File: config.mk
export PLATFORM = sky130hd
export DESIGN_NAME = seq_alu
export DESIGN_NICKNAME = d
export VERILOG_FILES = /design/src/rtl/seq_alu_pkg.sv /design/src/rtl/seq_alu_mul.sv /design/src/rtl/seq_alu.sv
export SDC_FILE = /design/constraint.sdc
export NUM_CORES = 1
export LEC_CHECK = 0
export BUFFER_PORTS_ARGS = -buffer_cell sky130_fd_sc_hd__clkbuf_2
export CAP_MARGIN = 20
export CORE_MARGIN = 4
export CORE_UTILIZATION = 68
export CTS_BUF_LIST = sky130_fd_sc_hd__clkbuf_8
export DETAILED_ROUTE_END_ITERATION = 16
export GPL_ROUTABILITY_DRIVEN = 0
export GPL_TIMING_DRIVEN = 0
export PLACE_DENSITY = 0.93
export SKIP_LAST_GASP = 1
export SYNTH_ARGS = -nofsm -noshare
export SYNTH_HDL_FRONTEND = slang
export SYNTH_HIERARCHICAL = 1
export SYNTH_SLANG_ARGS = --single-unit
File: constraint.sdc
create_clock -name clk -period 8.05 [get_ports clk]
set_clock_uncertainty 0.2 [all_clocks]
set_input_delay 0 -clock clk [delete_from_list [all_inputs] [get_ports clk]]
set_output_delay 0 -clock clk [all_outputs]
set_load 0.005 [all_outputs]
File: src/rtl/seq_alu_pkg.sv
// Shared opcode, FSM state and flag-index definitions for the sequential ALU.
package seq_alu_pkg;

    typedef enum logic [2:0] {
        OP_ADD = 3'b000,
        OP_SUB = 3'b001,
        OP_AND = 3'b010,
        OP_OR  = 3'b011,
        OP_NOT = 3'b100,
        OP_XOR = 3'b101,
        OP_SHL = 3'b110,
        OP_MUL = 3'b111
    } opcode_t;

    typedef enum logic [1:0] {
        ST_IDLE = 2'd0,
        ST_BUSY = 2'd1,
        ST_DONE = 2'd2
    } state_t;

    localparam int FLAG_ZERO  = 0;
    localparam int FLAG_CARRY = 1;
    localparam int FLAG_NEG   = 2;
    localparam int FLAG_OVF   = 3;
    localparam int NUM_FLAGS  = 4;

endpackage

File: src/rtl/seq_alu_mul.sv
// Iterative shift-add multiplier: one partial-product step per cycle, WIDTH steps.
module seq_alu_mul #(
    parameter int WIDTH = 8
) (
    input  logic                 clk,
    input  logic                 rst_n,
    input  logic                 start,
    input  logic [WIDTH-1:0]     a,
    input  logic [WIDTH-1:0]     b,
    output logic                 done,
    output logic [2*WIDTH-1:0]   product
);

    localparam int CW = $clog2(WIDTH) + 1;

    logic [2*WIDTH-1:0] acc;
    logic [2*WIDTH-1:0] mcand;
    logic [WIDTH-1:0]   mplier;
    logic [CW-1:0]      cnt;

    // product is the accumulator after this cycle's step; it is final when done is high.
    assign product = acc + (mplier[0] ? mcand : '0);
    assign done    = (cnt == CW'(1));

    always_ff @(posedge clk or negedge rst_n) begin
        if (!rst_n) begin
            acc    <= '0;
            mcand  <= '0;
            mplier <= '0;
            cnt    <= '0;
        end else if (start) begin
            acc    <= '0;
            mcand  <= {{WIDTH{1'b0}}, a};
            mplier <= b;
            cnt    <= CW'(WIDTH);
        end else if (cnt != '0) begin
            acc    <= product;
            mcand  <= mcand << 1;
            mplier <= mplier >> 1;
            cnt    <= cnt - CW'(1);
        end
    end

endmodule

File: src/rtl/seq_alu.sv
// Valid/ready sequential ALU: single-cycle logic ops, iterative multiply, registered flags.
module seq_alu
    import seq_alu_pkg::*;
#(
    parameter int WIDTH = 8
) (
    input  logic             clk,
    input  logic             rst_n,
    input  logic             in_valid,
    output logic             in_ready,
    input  logic [WIDTH-1:0] A,
    input  logic [WIDTH-1:0] B,
    input  logic [2:0]       opcode,
    output logic             out_valid,
    input  logic             out_ready,
    output logic [WIDTH-1:0] out,
    output logic             zero_flag,
    output logic             carry_flag,
    output logic             neg_flag,
    output logic             ovf_flag
);

    localparam int SW = $clog2(WIDTH);

    state_t                 state, state_nxt;
    opcode_t                op;
    logic                   accept, is_mul;
    logic                   mul_done;
    logic [2*WIDTH-1:0]     mul_product;
    logic [WIDTH:0]         sum, shl;
    logic [WIDTH-1:0]       res, ld_res;
    logic                   carry, ovf, ld_carry, ld_ovf, load;
    logic [NUM_FLAGS-1:0]   flags, flags_nxt;

    assign op     = opcode_t'(opcode);
    assign is_mul = (op == OP_MUL);

    seq_alu_mul #(.WIDTH(WIDTH)) u_mul (
        .clk     (clk),
        .rst_n   (rst_n),
        .start   (accept && is_mul),
        .a       (A),
        .b       (B),
        .done    (mul_done),
        .product (mul_product)
    );

    always_comb begin
        res   = '0;
        carry = 1'b0;
        ovf   = 1'b0;
        sum   = '0;
        shl   = '0;
        case (op)
            OP_ADD: begin
                sum   = {1'b0, A} + {1'b0, B};
                res   = sum[WIDTH-1:0];
                carry = sum[WIDTH];
                ovf   = (A[WIDTH-1] == B[WIDTH-1]) && (res[WIDTH-1] != A[WIDTH-1]);
            end
            OP_SUB: begin
                sum   = {1'b0, A} - {1'b0, B};
                res   = sum[WIDTH-1:0];
                carry = sum[WIDTH];
                ovf   = (A[WIDTH-1] != B[WIDTH-1]) && (res[WIDTH-1] != A[WIDTH-1]);
            end
            OP_AND: res = A & B;
            OP_OR:  res = A | B;
            OP_NOT: res = ~A;
            OP_XOR: res = A ^ B;
            OP_SHL: begin
                // The extra top bit catches the last bit shifted out (zero for a zero shift).
                shl   = {1'b0, A} << B[SW-1:0];
                res   = shl[WIDTH-1:0];
                carry = shl[WIDTH];
            end
            default: ;
        endcase
    end

    always_comb begin
        in_ready  = (state == ST_IDLE) || ((state == ST_DONE) && out_ready);
        out_valid = (state == ST_DONE);
        accept    = in_valid && in_ready;
        state_nxt = state;
        case (state)
            ST_IDLE: if (accept) state_nxt = is_mul ? ST_BUSY : ST_DONE;
            ST_BUSY: if (mul_done) state_nxt = ST_DONE;
            ST_DONE: if (out_ready) state_nxt = accept ? (is_mul ? ST_BUSY : ST_DONE) : ST_IDLE;
            default: state_nxt = ST_IDLE;
        endcase
    end

    always_comb begin
        load     = 1'b0;
        ld_res   = res;
        ld_carry = carry;
        ld_ovf   = ovf;
        if (accept && !is_mul) begin
            load = 1'b1;
        end else if ((state == ST_BUSY) && mul_done) begin
            load     = 1'b1;
            ld_res   = mul_product[WIDTH-1:0];
            ld_carry = |mul_product[2*WIDTH-1:WIDTH];
            ld_ovf   = 1'b0;
        end
        flags_nxt             = '0;
        flags_nxt[FLAG_ZERO]  = (ld_res == '0);
        flags_nxt[FLAG_CARRY] = ld_carry;
        flags_nxt[FLAG_NEG]   = ld_res[WIDTH-1];
        flags_nxt[FLAG_OVF]   = ld_ovf;
    end

    always_ff @(posedge clk or negedge rst_n) begin
        if (!rst_n) begin
            state <= ST_IDLE;
            out   <= '0;
            flags <= '0;
        end else begin
            state <= state_nxt;
            if (load) begin
                out   <= ld_res;
                flags <= flags_nxt;
            end
        end
    end

    assign zero_flag  = flags[FLAG_ZERO];
    assign carry_flag = flags[FLAG_CARRY];
    assign neg_flag   = flags[FLAG_NEG];
    assign ovf_flag   = flags[FLAG_OVF];

endmodule

Word-level counts from Yosys, hierarchy flattened
Index checks and enable logic that the tools add are counted.
Cells by class
  shift operators: 1
  reduce and logical (&&, ||, !) cells: 16
  add/sub/neg operators: 4
  equality and inequality tests: 17
  bitwise logic cells: 4
  muxes and demuxes: 26
Operator list (number)
  16-bit two-way mux: 5
  8-bit one-hot mux with 7 select lines: 1
  8-bit two-way mux: 4
  16-bit adder: 1
  3-bit == test, second input constant: 4
  2-bit two-way mux: 5
  8-bit by 8-bit adder with 9-bit output: 1
  8-bit by 3-bit left shift with 9-bit output: 1
  8-bit by 8-bit subtractor with 9-bit output: 1
  8-bit AND: 1
  8-bit zero test: 1
  4-bit two-way mux: 2
  8-bit inverter: 1
  8-bit OR: 1
  8-bit OR reduction: 1
  8-bit XOR: 1
  1-bit logical AND: 7
  3-bit by 2-bit == test with 1-bit output, second input constant: 2
  1-bit two-way mux: 6
  2-bit one-hot mux with 3 select lines: 1
  4-bit by 1-bit == test with 1-bit output, second input constant: 1
  2-bit inequality test, second input constant: 2
  4-bit nonzero test: 1
  4-bit by 1-bit subtractor with 4-bit output, second input constant: 1
  14 further kinds: 16
Storage, ports and cells
  output and inout port bits: 14
  logic and storage cells: 75
  input bits: 23
  register bits after elaboration: 58

Logic depth before layout (Yosys ltp)
Gate-level depths: netlist (run 1).
  depth in word-level cells: 7
  mapped depth: 13
  mapped depth without buffers: 12

By module
Netlist (run 1), hierarchy kept.
By module, submodules not included
  seq_alu_mul: cells each 320, instances 1, area each 2768.9 sq um, sequential area each 1101.1 sq um
  seq_alu: cells each 296, instances 1, area each 2277.2 sq um, sequential area each 325.3 sq um

Worst setup path before layout (run 1)
Ideal clock, no wire load.
  path kind: flip-flop to flip-flop
  from: register u_mul.mplier[0]
  to: register flags[1]
  setup slack: 4.747 ns
  data required time: 7.724 ns
  arrival time: 2.977 ns
  cell stages (with the launch flop): 13
  cell sequence: dfrtp_1 -> and2_1 -> ha_1 -> fa_1 -> a21o_1 -> a311o_1 -> a21boi_1 -> o221ai_1 -> a21oi_1 -> xnor2_1 -> nor4_1 -> a21oi_1 -> a221o_1
Between the ends
  longest elaborated chain between the ends: 5
Ends and longest elaborated chain
  start: declaration: line seq_alu_mul.sv:18  | logic [WIDTH-1:0] mplier;
  start signal: assignment: line seq_alu_mul.sv:39  | mplier <= mplier >> 1;
  16-bit two-way mux: line seq_alu_mul.sv:22  | assign product = acc + (mplier[0] ? mcand : '0);
  16-bit adder: line seq_alu_mul.sv:22
  named net mul_product[12]: line seq_alu.sv:29  | logic [2*WIDTH-1:0] mul_product;
  8-bit OR reduction: line seq_alu.sv:104  | ld_carry = |mul_product[2*WIDTH-1:WIDTH];
  1-bit two-way mux: line seq_alu.sv:101  | end else if ((state == ST_BUSY) && mul_done) begin
  1-bit two-way mux: line seq_alu.sv:99  | if (accept && !is_mul) begin
  end signal: assignment: line seq_alu.sv:123  | flags <= flags_nxt;
  end: declaration: line seq_alu.sv:33  | logic [NUM_FLAGS-1:0] flags, flags_nxt;
The timed path passes the listed nets, and every way through them passes these cells.
A chain may end at the register's enable or synchronous reset.

Final worst setup path (run 1)
Same ends and word-level chain as after synthesis.

==> results of run 1 <==
[kinds of logic after synthesis]
kind of cell             after synthesis
buffers and inverters                 67
multiplexers                          29
AO/OA/AOI/OAI                        167
AND/OR/NAND/NOR                      233
XOR/XNOR                              18
adder cells (fa/ha/maj)               45
flip-flops                            57
[layer usage]
metal,routed length (µm),GRT usage [%],vias to the layer above
li1,-,-,2341
met1,5630,44.0,2405
met2,6950,56.3,372
met3,1590,7.85,105
met4,869,20.5,0
met5,0,0,-
[power breakdown]
group	switching, mW	internal [mW]	leakage [nW]
Sequential	0.0699	0.382	0.746
Clock	0.122	0.149	0.102
Combinational	0.356	0.243	1.87
[cells in the final DEF (no fill, tap or decap), types with 12 or more instances in the layout]
master,instances
a21oi_1,43
and2_1,20
clkbuf_1,22
clkbuf_2,37
dfrtp_1,57
dlygate4sd3_1,21
ha_1,42
inv_1,31
mux2i_1,22
nand2_1,94
nor2_1,34
nor2b_1,12
nor3_1,12
o21ai_0,41
xnor2_1,12
[flip-flops by register name, indices dropped and copies added, names as in the netlist]
| signal | flops |
|---|---|
| u_mul/mcand | 16 |
| out | 7 |
| u_mul/acc | 16 |
| state | 2 |
| u_mul/mplier | 8 |
| u_mul/cnt | 4 |
| flags | 4 |
[cell type report]
type,instances,area share (%)
Buffer,36,2.75
Clock buffer,10,2.38
Clock inverter,6,0.997
Inverter,31,2.01
Multi-Input combinational cell,492,57.9
Sequential cell,57,24.7
Tap cell,99,2.14
Timing Repair Buffer,58,7.11
[critical path: stages (launching register included)]
cell and delay [ns]:
dfrtp_1 0.46, and2_1 0.20, ha_1 0.25, fa_1 0.44
a21o_1 0.21, a311o_1 0.41, a21boi_1 0.27, o221ai_1 0.21
a21oi_1 0.26, xnor2_1 0.12, nor4_1 0.44, a21oi_1 0.20
a221o_1 0.31
[worst max path at each step]
| stage | end | depth (start not counted) | slack (ns) |
|---|---|---|---|
| after floorplan | flags[1] | 12 | 4.75 |
| final | flags[1] | 12 | 3.95 |
| after CTS | flags[1] | 12 | 4.05 |
| after global placement | flags[1] | 12 | 4.20 |
| after global routing | flags[1] | 12 | 3.77 |
| after detailed placement | flags[1] | 12 | 4.09 |
==> results.sh, run 1 <==
export IMPL_status="completed"
export IMPL_synth_flop_cell="dfrtp_1"
export IMPL_start_util_pct=69.9
export IMPL_tightest_slew_ns=0.773
export IMPL_clk_pin_slew_ns=0.07
export IMPL_synth_top_family_by_area="simple AND/OR/NAND/NOR gates"
export IMPL_min_period_ns=4.10
export IMPL_dieArea_um2=8860
export IMPL_cts_hold_buf=21
export IMPL_grtUsageTotal_pct=35.4
export IMPL_regArea_um2=1430
export IMPL_criticalPathCategory="flop to flop"
export IMPL_r2r_start="u_mul/mplier[0]"
export IMPL_synthXorXnorAreaFrac_pct=3.12
export IMPL_cts_tree="done"
export IMPL_timing_hold_ws_ns=0.0382
export IMPL_synth_largest_area_cell="dfrtp_1"
export IMPL_r2r_slack_ns=3.95
export IMPL_post_cts_repair_setup_buffers=0
export IMPL_setup_slack_ns=3.95
export IMPL_nets=753
export IMPL_start_kind="flop"
export IMPL_portBuffers=36
export IMPL_slew_viol_final=0
export IMPL_cts_resized=0
export IMPL_vias=5223
export IMPL_drive_gt1_share_pct=11.7
export IMPL_grt_max_degree=32
export IMPL_critPathMaxFanout=8
export IMPL_cts_buffers=9
export IMPL_max_slew_margin_pct=48.5
export IMPL_finalCritPeriodShare_pct=51.0
export IMPL_ir_drop_mv=0.110
export IMPL_finalSetupViolCount=0
export IMPL_synthMuxAreaShare_pct=7.27
export IMPL_antenna_found_initial=0
export IMPL_ant_nets=0
export IMPL_syn_nets=684
export IMPL_critPathArrivalTime_ns=4.12
export IMPL_clockBufferDepth=2
export IMPL_fin_util_pct=80.1
export IMPL_synthTopCellsByArea="dfrtp_1 (28%), ha_1 (10%), nand2_1 (7.0%)"
export IMPL_yosys_cell_types_count=73
export IMPL_rsz0062_at_grt="false"
export IMPL_synthCells=616
export IMPL_grt_pass1_vias=5166
export IMPL_postLayoutCellArea_um2=5780
export IMPL_fp_dieW_um=94.1
export IMPL_drc=0
export IMPL_yosysMostFrequentCell="nand2_1"
export IMPL_avgSynthCellArea_um2=8.19
export IMPL_synthTopCellsByCount="nand2_1 (94), dfrtp_1 (57), a21oi_1 (43)"
export IMPL_post_place_ws_ns=4.09
export IMPL_stdcell_count=789
export IMPL_area_delta_synth_final_pct=14.5
export IMPL_cts_sinks=57
export IMPL_first_iter_violations=677
export IMPL_tns_ns=0
export IMPL_rr_worst_depth=12
export IMPL_nFillCells=451
export IMPL_yosys_area_share_adder_pct=11.6
export IMPL_endpoint_kind="flop"
export IMPL_yosysWarnings=6
export IMPL_synth_area_um2=5050
export IMPL_crit_start="u_mul/mplier[0]"
export IMPL_ys_seq_elements=57
export IMPL_core_area_um2=7210
export IMPL_p_per_area_nw_per_um2=229
export IMPL_rows=31
export IMPL_detail_route_wl_per_cell_um=19.1
export IMPL_antennaDiodeCount=0
export IMPL_cts_max_level=3
export IMPL_power_mw=1.32
export IMPL_fmax_mhz=244
export IMPL_clockRootBuffer="clkbuf_8"
export IMPL_pin_count=37
export IMPL_vias_per_cell=6.62
export IMPL_synth_edf_count=0
export IMPL_dpl_cell_area_um2=5370
export IMPL_synth_top_area_share_pct=28.3
export IMPL_place_inst=752
export IMPL_clock_latency_ns=0.34
export IMPL_die_y_um=94.1
export IMPL_grt_pass1_wl_um=24600
export IMPL_crit_required_ns=8.07
export IMPL_multi_input_area_um2=3340
export IMPL_seq_area_frac_synth_pct=28.3
export IMPL_drt_pass1_iter_count=6
export IMPL_r2r_end="flags[1]"
export IMPL_ys_async_sr_fraction_pct=100
export IMPL_synthSimpleGateAreaFrac_pct=22.8
export IMPL_grt_overflow=0
export IMPL_hp_class="input pin to async pin"
export IMPL_synth_compound_area_share_pct=21.4
export IMPL_wl_um=15000
export IMPL_leakage_nw=2.72
export IMPL_hold_violations=0
export IMPL_drv_cap=0
export IMPL_place_hpwl_um=10700
Note: power is estimated with default switching activity, not from simulation.
==> inputs of run 2 (changes only) <==
ABC_AREA = 1   (was unset)
CORE_UTILIZATION = 57   (was 68)
PLACE_DENSITY = 0.83   (was 0.93)
clock period = 3.66 ns   (was 8.05 ns; I/O delays follow)
==> run 2 against run 1 <==
Via count rose by 4.5%. Worst setup slack worse by 3.5 ns. Total power rose by 120%. Clock power increased by 120%. Count of clock-buffer cells in the layout increased by 1. Routed wire length fell by 6.7%. Combinational power increased by 130%. Non-clock buffer count is 12 lower. Maximum frequency up 28%. Critical path type unchanged. Largest cell class unchanged.
==> results.sh, run 2 <==
export IMPL_yosysWarnings=6
export IMPL_finalSetupViolCount=0
export IMPL_synth_flop_cell="dfrtp_1"
export IMPL_start_util_pct=59.2
export IMPL_cts_hold_buf=21
export IMPL_status="completed"
export IMPL_synth_largest_area_cell="dfrtp_1"
export IMPL_wl_um=14000
export IMPL_crit_required_ns=3.68
export IMPL_slew_viol_final=0
export IMPL_multi_input_area_um2=3120
export IMPL_start_kind="flop"
export IMPL_leakage_nw=3.47
export IMPL_pin_count=37
export IMPL_die_y_um=104
export IMPL_ant_nets=0
export IMPL_drive_gt1_share_pct=11.9
export IMPL_detail_route_wl_per_cell_um=14.3
export IMPL_post_cts_repair_setup_buffers=0
export IMPL_criticalPathCategory="flop to flop"
export IMPL_clockBufferDepth=2
export IMPL_synthTopCellsByArea="dfrtp_1 (27%), nand2_1 (19%), ha_1 (10%)"
export IMPL_endpoint_kind="flop"
export IMPL_cts_buffers=9
export IMPL_ir_drop_mv=0.213
export IMPL_clockRootBuffer="clkbuf_8"
export IMPL_power_frac_seq_pct=33.3
export IMPL_tightest_slew_ns=0.781
export IMPL_ys_async_sr_fraction_pct=100
export IMPL_fmax_mhz=312
export IMPL_min_period_ns=3.20
export IMPL_portBuffers=36
export IMPL_nFillCells=738
export IMPL_dieArea_um2=10700
export IMPL_rsz0062_at_grt="false"
export IMPL_final_cell_mix="nand2_1 (264), inv_1 (133), nand3_1 (83), dfrtp_1 (57), nor2_1 (49)"
export IMPL_p_clk_share_pct=20.1
export IMPL_regArea_um2=1430
export IMPL_grt_pass1_wl_um=24100
export IMPL_syn_nets=867
export IMPL_clock_latency_ns=0.33
export IMPL_grt_pass1_vias=5372
export IMPL_vias=5460
export IMPL_grt_max_degree=58
export IMPL_synth_area_um2=5210
export IMPL_synthCells=799
export IMPL_clk_pin_slew_ns=0.07
export IMPL_p_int_mw=1.69
export IMPL_grt_overflow=0
export IMPL_sw_frac_of_total_pct=42.2
export IMPL_nets=935
export IMPL_cts_max_level=3
export IMPL_drv_cap=0
export IMPL_setup_slack_ns=0.458
export IMPL_power_switching_mw=1.24
export IMPL_first_iter_violations=311
export IMPL_finalCritPeriodShare_pct=87.5
export IMPL_pwr_share_comb_pct=46.7
export IMPL_ys_seq_elements=57
export IMPL_vias_per_cell=5.58
export IMPL_final_common_cell="nand2_1"
export IMPL_post_place_ws_ns=0.489
export IMPL_critPathMaxFanout=10
export IMPL_drc=0
export IMPL_critPathArrivalTime_ns=3.23
export IMPL_synthTopCellsByCount="nand2_1 (264), inv_1 (132), nand3_1 (83)"
export IMPL_yosys_cell_types_count=43
export IMPL_yosysMostFrequentCell="nand2_1"
export IMPL_seq_area_frac_synth_pct=27.4
export IMPL_antenna_found_initial=0
export IMPL_hp_class="input pin to async pin"
export IMPL_hold_violations=0
export IMPL_cts_sinks=57
export IMPL_p_per_area_nw_per_um2=493
export IMPL_largestRegisters="u_mul/acc (16), u_mul/mcand (16), u_mul/mplier (8)"
export IMPL_tns_ns=0
export IMPL_drt_pass1_iter_count=6
export IMPL_place_hpwl_um=10900
export IMPL_cts_tree="done"
export IMPL_rows=34
export IMPL_grtUsageTotal_pct=26.7
export IMPL_cts_resized=0
export IMPL_synth_edf_count=0
export IMPL_antennaDiodeCount=0
export IMPL_avgSynthCellArea_um2=6.53
export IMPL_area_delta_synth_final_pct=13.9
export IMPL_max_slew_margin_pct=47.9
export IMPL_fp_dieW_um=104
export IMPL_synth_top_area_share_pct=27.4
export IMPL_core_area_um2=8810
-- run 2: cell types whose count changed in the layout (fill, tap and decap cells not counted), sizes merged, moves of 9 or more --
cell	before	now
nand3	10	87
nand4	4	17
clkbuf	69	49
mux2i	22	0
buf	14	23
a21oi	43	27
o21ai	43	19
nor2b	12	0
nor2	34	54
xnor2	12	2
nand2	94	268
inv	31	139
and2	20	7
-- run 2: cell type report --
class | count | share of cell area (%)
Clock inverter | 4 | 0.738
Buffer | 25 | 2.53
Sequential cell | 57 | 24.0
Inverter | 138 | 8.72
Multi-Input combinational cell | 579 | 52.5
Clock buffer | 11 | 2.55
Timing Repair Buffer | 57 | 6.62
Tap cell | 108 | 2.28
-- run 2: worst max-delay path: stages, from the launching register on --
cell and delay (ns):
dfrtp_1 0.32, buf_2 0.19, clkbuf_1 0.34, nand2_1 0.09, inv_1 0.09, ha_1 0.28
nand2_1 0.20, inv_1 0.07, nand2_1 0.07, nand2_1 0.04, a21oi_1 0.17, nand3_1 0.12
and2_1 0.18, nor4_1 0.38, nand3_1 0.17, nand3_1 0.13, nand2_1 0.05
-- run 2: final timing paths --
kind                       cells after the start  slack (ns)       startpoint            end
setup / recovery                              16        0.46  u_mul/mplier[0]       flags[1]
min in group clk                               8        0.10        opcode[2]       flags[3]
setup reg to reg                              16        0.46  u_mul/mplier[0]       flags[1]
max in group asynchronous                      2        2.64            rst_n   u_mul/acc[5]
hold / removal                                 2         0.1            rst_n  u_mul/acc[11]
hold reg to reg                                2        0.28         flags[1]       flags[1]
-- run 2: metal layers --
metal  part of all wire (%)  vias to the layer above  GRT usage (%)
met3                    7.1                       46           4.10
met1                     42                     2514           33.3
met2                     47                      239           45.2
li1                       -                     2661              -
met5                      0                        -              0
met4                    3.8                        0           13.1
-- run 2: cell families (layout without fill, tap and decap cells) --
family / after synthesis / in the layout / synth area share, %
compound gates: 77 / 77 / 9.29
simple gates: 445 / 445 / 37.0
fa+ha+maj: 45 / 45 / 11.2
xor+xnor: 12 / 12 / 2.30
buf+inv: 163 / 235 / 12.8
flops: 57 / 57 / 27.4
-- run 2: power by group through the flow --
stage / Clock (mW) / Combinational (mW) / Sequential [mW]
6_report: 0.588 / 1.37 / 0.974
5_1_grt: 0.635 / 1.53 / 0.996
4_1_cts: 0.596 / 1.36 / 0.972
3_5_place_dp: 0 / 1.33 / 0.982
3_3_place_gp: 0 / 1.28 / 0.968
2_1_floorplan: 0 / 0.975 / 0.954
-- run 2: per-stage QoR --
| step | hold slack [ns] | cell area (µm²) | std cells | power, mW | util [%] |
|---|---|---|---|---|---|
| after global routing | 0.156 | 5940 | 979 | 3.16 | 67.4 |
| after floorplan | -0.496 | 5210 | 799 | 1.93 | - |
| final | 0.0994 | 5940 | 979 | 2.93 | 67.4 |
| after CTS | 0.0897 | 5940 | 979 | 2.93 | 67.4 |
| after global placement | 0.0622 | 5530 | 943 | 2.25 | 62.8 |
| after detailed placement | -0.0356 | 5530 | 943 | 2.31 | 62.8 |
==> inputs of run 3 (changes only) <==
ABC_AREA = 0   (was 1)
==> run 3 against run 2 <==
Count of clock-buffer cells in the layout decreased by 1. Sequential power increased by 2.2%. Critical path depth decreased by 4. Sequential share of layout area increased by 0.26 points. Maximum frequency decreased by 11%. Clock power increased by 9.4%. Final cell count decreased by 18%. First-iteration DRC count increased by 45%. Global-route usage increased by 1.6 points. Utilization increased by 0.33 points. Via count decreased by 6.6%. Total power increased by 0.48%.
==> results.sh, run 3 (same netlist as run 1, synthesis figures left out) <==
export IMPL_pin_count=37
export IMPL_die_y_um=102
export IMPL_final_common_cell="nand2_1"
export IMPL_leakage_nw=2.75
export IMPL_portBuffers=36
export IMPL_fmax_mhz=279
export IMPL_antennaDiodeCount=0
export IMPL_grt_pass1_vias=4811
export IMPL_nFillCells=670
export IMPL_grtUsageTotal_pct=28.3
export IMPL_start_util_pct=58.1
export IMPL_drv_cap=0
export IMPL_start_kind="flop"
export IMPL_ant_nets=0
export IMPL_grt_max_degree=31
export IMPL_grt_pass1_wl_um=23200
export IMPL_drt_pass1_iter_count=7
export IMPL_first_iter_violations=450
export IMPL_post_place_ws_ns=-0.264
export IMPL_wl_um=14300
export IMPL_drc=0
export IMPL_p_clk_share_pct=21.8
export IMPL_max_slew_margin_pct=50.7
export IMPL_hp_class="input pin to async pin"
export IMPL_clockRootBuffer="clkbuf_8"
export IMPL_critPathMaxFanout=8
export IMPL_power_switching_mw=1.16
export IMPL_fp_dieW_um=102
export IMPL_rsz0062_at_grt="true"
export IMPL_finalCritPeriodShare_pct=97.8
export IMPL_min_period_ns=3.58
export IMPL_core_area_um2=8680
export IMPL_fin_util_pct=67.7
export IMPL_criticalPathCategory="flop to flop"
export IMPL_rows=34
export IMPL_clk_pin_slew_ns=0.07
export IMPL_ir_drop_mv=0.178
export IMPL_cts_sinks=57
export IMPL_hold_violations=0
export IMPL_cts_tree="done"
export IMPL_sw_frac_of_total_pct=39.5
export IMPL_dpl_cell_area_um2=5380
export IMPL_detail_route_wl_per_cell_um=17.9
export IMPL_nets=757
export IMPL_vias_per_cell=6.37
export IMPL_critPathArrivalTime_ns=3.60
export IMPL_final_cell_mix="nand2_1 (94), dfrtp_1 (56), ha_1 (42), a21oi_1 (41), o21ai_0 (41)"
export IMPL_finalSetupViolCount=0
export IMPL_clock_latency_ns=0.34
export IMPL_p_int_mw=1.78
export IMPL_dieArea_um2=10400
export IMPL_area_delta_synth_final_pct=16.5
export IMPL_p_per_area_nw_per_um2=501
export IMPL_crit_required_ns=3.68
export IMPL_endpoint_kind="flop"
export IMPL_antenna_found_initial=0
export IMPL_slew_viol_final=0
export IMPL_postLayoutCellArea_um2=5880
export IMPL_power_frac_seq_pct=33.8
export IMPL_place_hpwl_um=10800
export IMPL_tightest_slew_ns=0.740
export IMPL_cts_buffers=9
export IMPL_cts_max_level=3
export IMPL_vias=5099
export IMPL_setup_slack_ns=0.0814
export IMPL_largestRegisters="u_mul/acc (16), u_mul/mcand (16), u_mul/mplier (8)"
export IMPL_status="completed"
export IMPL_pwr_share_comb_pct=44.4
export IMPL_drive_gt1_share_pct=13.6
export IMPL_timing_hold_ws_ns=0.0423
export IMPL_grt_overflow=0
export IMPL_clockBufferDepth=2
-- run 3: changes by cell type in the layout (fill, tap and decap cells not counted), moves of 10 or more --
| cell | before | now |
|---|---|---|
| nand4_1 | 17 | 4 |
| nand3_1 | 83 | 10 |
| a21oi_1 | 25 | 41 |
| xnor2_1 | 2 | 12 |
| inv_1 | 133 | 31 |
| nor2b_1 | 0 | 12 |
| clkbuf_1 | 2 | 21 |
| mux2i_1 | 0 | 22 |
| o21ai_0 | 14 | 41 |
| and2_1 | 7 | 20 |
| nand2_1 | 264 | 94 |
| nor2_1 | 49 | 34 |
| nor3_1 | 2 | 12 |
-- run 3: stage by stage --
| step | cells | TNS [ns] | power (mW) |
|---|---|---|---|
| detailed placement | 761 | -0.264 | 2.23 |
| global route | 801 | -0.0167 | 3.14 |
| global placement | 760 | -0.202 | 2.17 |
| CTS | 798 | 0 | 2.92 |
| finish | 801 | 0 | 2.94 |
| floorplan | 616 | 0 | 1.85 |
-- run 3: layout make-up --
cell class | instances | area [µm²] | area share [%]
Buffer | 36 | 160 | 2.72
Sequential cell | 57 | 1430 | 24.3
Clock buffer | 10 | 138 | 2.34
Inverter | 31 | 116 | 1.98
Clock inverter | 5 | 80.1 | 1.36
Multi-Input combinational cell | 492 | 3380 | 57.5
Timing Repair Buffer | 62 | 440 | 7.49
Tap cell | 108 | 135 | 2.30
-- run 3: power by group through the flow --
stage	clock, mW	combinational [mW]	sequential (mW)
detailed placement	0	1.23	1.00
finish	0.643	1.31	0.995
global placement	0	1.18	0.986
floorplan	0	0.898	0.957
global route	0.682	1.44	1.02
CTS	0.652	1.27	0.992
-- run 3: final timing paths --
check	start	end	slack, ns	cells past startpoint
max in group asynchronous	rst_n	u_mul/mplier[0]	2.60	3
min in group clk	opcode[2]	flags[3]	0.19	4
worst max register to register	u_mul/mplier[0]	flags[1]	0.08	12
worst min-delay path	rst_n	u_mul/acc[13]	0.04	2
worst max-delay path	u_mul/mplier[0]	flags[1]	0.08	12
worst min register to register	out[3]	out[3]	0.29	2
-- run 3: what timing repair did --
action,CTS,global route
gates resized for setup,6,6
buffers inserted,1,3
hold buffers,21,0
hold endpoints to repair,45,0
setup endpoints to repair,1,2
pin swaps,2,4
cloned,0,0
-- run 3: critical path: stages (launching register included) --
cell and delay [ns]:
dfrtp_2 0.47, and2_1 0.20, ha_1 0.27, fa_2 0.40, a21o_1 0.20, a311o_1 0.33
a21boi_2 0.20, o221ai_2 0.14, a21oi_2 0.19, xnor2_1 0.10, nor4_2 0.35, a21oi_2 0.13
a221o_1 0.28
-- run 3: layer usage --
layer	GRT usage, %	vias to the layer above	share of wire [%]
met1	36.4	2372	40
met5	0	-	0
met2	46.2	318	47
met3	5.19	66	9.0
met4	13.5	0	4.8
li1	-	2343	-
